File: src/rtl/mandelbrot_scanner.sv
// Frame scanner for a Mandelbrot iteration core: walks a width x height pixel
// grid, issues one core job per pixel and packs four 4-bit results per memory word.
module mandelbrot_scanner #(
  parameter int ADDR_WIDTH = 12
) (
  input  logic                  raw_clk,
  input  logic                  reset,
  input  logic                  start,
  input  logic                  abort,
  input  logic signed [15:0]    r0,
  input  logic signed [15:0]    i0,
  input  logic signed [15:0]    dr,
  input  logic signed [15:0]    di,
  input  logic [7:0]            width,
  input  logic [7:0]            height,
  output logic                  core_start,
  output logic [15:0]           core_r,
  output logic [15:0]           core_i,
  input  logic [3:0]            core_result,
  input  logic                  core_busy,
  output logic [ADDR_WIDTH-1:0] mem_addr,
  output logic [15:0]           mem_data,
  output logic                  mem_we,
  output logic                  busy,
  output logic                  done
);

  typedef enum logic [2:0] {
    IDLE, ISSUE, WAIT_BUSY, WAIT_DONE, STORE, FLUSH, FINISH
  } state_t;

  state_t      state, next_state;

  logic [7:0]  w_q, h_q, x, y;
  logic [15:0] r0_q, dr_q, di_q;
  logic [15:0] cur_r, cur_i;
  logic [1:0]  k;
  logic [15:0] pack;
  logic [3:0]  result_q;
  logic        abort_pend;

  logic        x_last, last_pixel;

  assign x_last     = (x == w_q - 8'd1);
  assign last_pixel = x_last && (y == h_q - 8'd1);

  // The coordinate registers drive the core directly, so they hold steady
  // from ISSUE until STORE advances them.
  assign core_r = cur_r;
  assign core_i = cur_i;

  // NOTE: every signal written here gets a default first, so no path can
  // leave one unassigned and infer a latch.
  always_comb begin
    next_state = state;
    core_start = 1'b0;
    busy       = (state != IDLE);
    done       = 1'b0;
    mem_we     = 1'b0;
    mem_data   = '0;

    case (state)
      IDLE: begin
        if (start && !abort)
          next_state = (width == 8'd0 || height == 8'd0) ? FINISH : ISSUE;
      end
      ISSUE: begin
        core_start = 1'b1;
        next_state = WAIT_BUSY;
      end
      WAIT_BUSY: begin
        if (core_busy) next_state = WAIT_DONE;
      end
      WAIT_DONE: begin
        if (!core_busy) next_state = (abort || abort_pend) ? IDLE : STORE;
      end
      STORE: begin
        if (k == 2'd3) begin
          mem_we   = 1'b1;
          mem_data = {result_q, pack[11:0]};
        end
        if (abort)           next_state = IDLE;
        else if (last_pixel) next_state = FLUSH;
        else                 next_state = ISSUE;
      end
      FLUSH: begin
        // Unused upper nibbles are already zero because pack is cleared per word.
        if (k != 2'd0) begin
          mem_we   = 1'b1;
          mem_data = pack;
        end
        next_state = abort ? IDLE : FINISH;
      end
      FINISH: begin
        done       = 1'b1;
        next_state = IDLE;
      end
      default: next_state = IDLE;
    endcase
  end

  // NOTE: state is updated with non-blocking assignments so every register
  // samples the pre-edge values, independent of statement order.
  always_ff @(posedge raw_clk) begin
    if (reset) begin
      state      <= IDLE;
      w_q        <= '0;
      h_q        <= '0;
      x          <= '0;
      y          <= '0;
      r0_q       <= '0;
      dr_q       <= '0;
      di_q       <= '0;
      cur_r      <= '0;
      cur_i      <= '0;
      k          <= '0;
      pack       <= '0;
      result_q   <= '0;
      abort_pend <= 1'b0;
      mem_addr   <= '0;
    end else begin
      state <= next_state;
      case (state)
        IDLE: begin
          abort_pend <= 1'b0;
          if (start && !abort) begin
            w_q      <= width;
            h_q      <= height;
            r0_q     <= r0;
            dr_q     <= dr;
            di_q     <= di;
            x        <= '0;
            y        <= '0;
            cur_r    <= r0;
            cur_i    <= i0;
            mem_addr <= '0;
            k        <= '0;
            pack     <= '0;
          end
        end
        ISSUE, WAIT_BUSY: begin
          if (abort) abort_pend <= 1'b1;
        end
        WAIT_DONE: begin
          if (abort)      abort_pend <= 1'b1;
          if (!core_busy) result_q   <= core_result;
        end
        STORE: begin
          if (k == 2'd3) begin
            mem_addr <= mem_addr + ADDR_WIDTH'(1);
            pack     <= '0;
            k        <= '0;
          end else begin
            pack[{k, 2'b00} +: 4] <= result_q;
            k                     <= k + 2'd1;
          end
          if (!x_last) begin
            x     <= x + 8'd1;
            cur_r <= cur_r + dr_q;
          end else begin
            x     <= '0;
            cur_r <= r0_q;
            y     <= y + 8'd1;
            cur_i <= cur_i + di_q;
          end
        end
        FLUSH: begin
          if (k != 2'd0) begin
            mem_addr <= mem_addr + ADDR_WIDTH'(1);
            pack     <= '0;
            k        <= '0;
          end
        end
        default: ;
      endcase
    end
  end

endmodule

File: config.mk
export PLATFORM = sky130hd
export DESIGN_NAME = mandelbrot_scanner
export DESIGN_NICKNAME = d
export VERILOG_FILES = /design/src/rtl/mandelbrot_scanner.sv
export SDC_FILE = /design/constraint.sdc
export NUM_CORES = 1
export LEC_CHECK = 0
export ABC_AREA = 1
export BUFFER_PORTS_ARGS = -buffer_cell sky130_fd_sc_hd__buf_4
export CORE_MARGIN = 2
export CORE_UTILIZATION = 35
export DETAILED_ROUTE_END_ITERATION = 16
export GPL_ROUTABILITY_DRIVEN = 0
export HOLD_SLACK_MARGIN = 0.12
export PLACE_DENSITY = 0.66
export SLEW_MARGIN = 15
export SYNTH_ARGS = -nofsm -noshare
export SYNTH_HDL_FRONTEND = slang
export SYNTH_SLANG_ARGS = --single-unit
File: constraint.sdc
create_clock -name raw_clk -period 2.5 [get_ports raw_clk]
set_input_delay 0.5 -clock raw_clk [delete_from_list [all_inputs] [get_ports raw_clk]]
set_output_delay 0.5 -clock raw_clk [all_outputs]
set_load 0.02 [all_outputs]
==> flow_summary.yaml <==
clock_network:
  cts.sinks: 150
  cts_buffers: 17
  clkTransAtPathRegs_ns: 0.06
  cts_tree: "built"
  cts_buffer_depth: 2
  cts-hold-fix-buffers: 0
  postCtsSetupRepairBufs: 0
  htree_levels: 4
  clkLatencyLatePin_ns: 0.43
  cts_root_buffer: "clkbuf_16"
grt:
  grt-ovfl-total: 0
  globalRouteTotalUtil_pct: 19.11
  use_met1_pct: 25.60
  top_usage_layer: "met2"
  first_global_vias: 8419
  antenna_found_initial: 1
  met2_usage_pct: 30.50
  use_met3_pct: 4.597
  grt_max_degree: 49
  grt_pass1_wl_mm: 40.99
worst_hold_path:
  hp-class: "input port to flop"
floorplanning:
  die_x_um: 162.0
  core_area_um2: 24390
  die-area_um2: 26240
  start_util_pct: 35.82
  die-height_um: 162.0
  pin_count: 153
  fp-row-count: 57
sta:
  setup_tns_ns: 0
  hold_ws_ns: 0.2916
  hold_viol: 0
  worst_slew_pin_slew_ns: 0.6083
  maxSlewViolCount: 0
  finClkSkew_ns: 0.008277
  grt_setup_unrepaired: "no"
  period_share_pct: 93.13
  setup_viol: 0
  period_needed_ns: 2.328
  fmax_mhz: 429.5
  max-slew-margin-rel_pct: 59.44
route:
  first_iter_violations: 484
  wl_per_cell_um: 13.65
  first_pass_iters: 6
  vias: 8907
  wl_mm: 24.99
  route.detailed.drc: 0
  viasPerCell: 4.867
  postRouteAntennaNets: 0
layout:
  final_common_cell: "nand2_1"
  drive_gt1_share_pct: 15.42
  fin_area_um2: 10810
  syn_to_final_growth_pct: 23.70
  final_nets: 1623
  fill_cells: 2575
  final_cell_mix: "nand2_1 (378), nor2_1 (181), buf_4 (169), dfxtp_1 (150), inv_1 (131)"
yosys:
  synth_warnings: 0
  synth_top_family_by_area: "simple AND/OR/NAND/NOR gates"
  ys_seq_area_share_pct: 34.37
  synth_xor_area_share_pct: 2.907
  synth-async-reset-ratio_pct: 0
  postSynthAreaPerCell_um2: 6.467
  synthAdderAreaFrac_pct: 6.043
  synth_area_um2: 8737
  syn_nets: 1481
  syn_inst: 1351
  synth-edff-count: 0
  synth_compound_area_share_pct: 14.71
  ys_seq_elements: 150
  synth_cell_types: 48
  synthFlopType: "dfxtp_1"
  yosys-mux-area-fraction_pct: 0
  synthSimpleGateAreaFrac_pct: 33.32
power_and_ir_drop:
  cellPowerDensity_nw_per_um2: 630.7
  peakVddDrop_mv: 0.3012
  power_leakage_nw: 4.925
placement:
  dpl_cell_area_um2: 10210
  dp_hpwl_mm: 18.58
  numPortBuffers: 152
setup_path:
  cp-start-kind: "flop"
  end_kind: "primary output"
  crit_type: "flop to primary output"
  cp_data_arrival_time_ns: 1.83
  cp.required_ns: 2.00
  cp_max_fo: 13
run_status:
  status: "completed"
job:
  cap_violations: 0
-- flip-flops by register name, summed over array words and instances (netlist names) --
signal      flops
r0_q           16
core_i         16
y               8
w_q             8
dr_q           16
x               8
result_q        4
k               2
di_q           16
core_r         16
abort_pend      1
state           3
h_q             8
mem_addr       12
pack           16
-- layer usage --
metal  vias to the layer above  wire (µm)
met5                         -          0
met4                         0        485
met3                        35       1573
met2                       217      11070
met1                      4021      11850
li1                       4634          -
-- worst max-delay path, cell delays in order, from the launching register on --
cell and delay (ns):
dfxtp_1 0.36, inv_2 0.07, nor2_4 0.14, inv_2 0.06, nor2_4 0.09, inv_2 0.07, nor2_4 0.14, nor2_1 0.06
buf_4 0.17, nor2_1 0.10, buf_4 0.15
-- cells by family (layout without fill, tap and decap cells) --
kind of cell	count (synthesis)	after routing
AO/OA/AOI/OAI	241	242
XOR/XNOR	29	29
adder cells (fa/ha/maj)	41	41
buffers and inverters	189	342
flip-flops	150	150
other	0	1
AND/OR/NAND/NOR	701	701
-- path summary, 6_finish.rpt --
path                       start      endpoint  slack [ns]  cells past startpoint
hold reg to reg         pack[14]      pack[14]        0.45                      2
setup / recovery        state[2]  mem_data[10]        0.17                     10
setup reg to reg          w_q[0]    core_i[14]        0.24                     13
hold / removal    core_result[3]   result_q[3]        0.29                      3
-- metrics by stage --
step / utilization [%] / worst slack (ns) / power (W) / cells
after CTS: 44.22 / 0.03321 / 0.006872 / 1828
after detailed placement: 41.86 / 0.2545 / 0.004331 / 1797
after global routing: 44.31 / 0.008958 / 0.007194 / 1830
after floorplan: - / 0.3684 / 0.003826 / 1351
final: 44.31 / 0.1717 / 0.006817 / 1830
after global placement: 41.86 / 0.2647 / 0.004306 / 1797
-- cells in the mapped netlist, types with 2 or more instances --
library cell  instances  area share (%)
nand2_1             379              16
nor2_1              182             7.8
dfxtp_1             150              34
inv_1               132             5.7
a21oi_1             121             6.9
o21ai_0              91             5.2
nand3_1              80             4.6
ha_1                 39             5.6
clkbuf_1             26             1.1
buf_2                17            0.97
xor2_1               17             1.7
nand4_1              15             1.1
nor3_1               13            0.74
xnor2_1              12             1.2
a21boi_0              7            0.60
inv_2                 7            0.30
nand3b_1              5            0.43
o21ai_1               5            0.29
and2_1                4            0.29
nor4_1                4            0.29
or2_2                 4            0.29
a211oi_1              3            0.26
nand2_4               3            0.39
nor2_2                3            0.21
nor2_4                3            0.39
buf_4                 2            0.17
buf_6                 2            0.26
fa_1                  2            0.46
nand2_2               2            0.14
nor3b_1               2            0.17
o21bai_1              2            0.17
-- final cells by class --
cell class	count	area, µm²	area share (%)
tap	324	405.4	3.751
sequential	150	3003	27.78
timing repair buffer	170	1289	11.92
multi-input combinational	1013	5002	46.28
clock inverter	11	127.6	1.181
clock buffer	20	446.7	4.133
inverter	141	531.8	4.920
antenna	1	2.502	0.02315
-- power breakdown --
part	leakage [nW]	internal, W	switching (W)
combinational	3.44	0.000614	0.000962
clock	0.261	0.00149	0.00104
sequential	1.22	0.00257	0.000143
-- repair_timing --
item / CTS / global route
pin swaps: 0 / 1
cloned: 0 / 1
setup endpoints to repair: 13 / 19
gates resized for setup: 1 / 2
(Power assumes the default switching activity.)
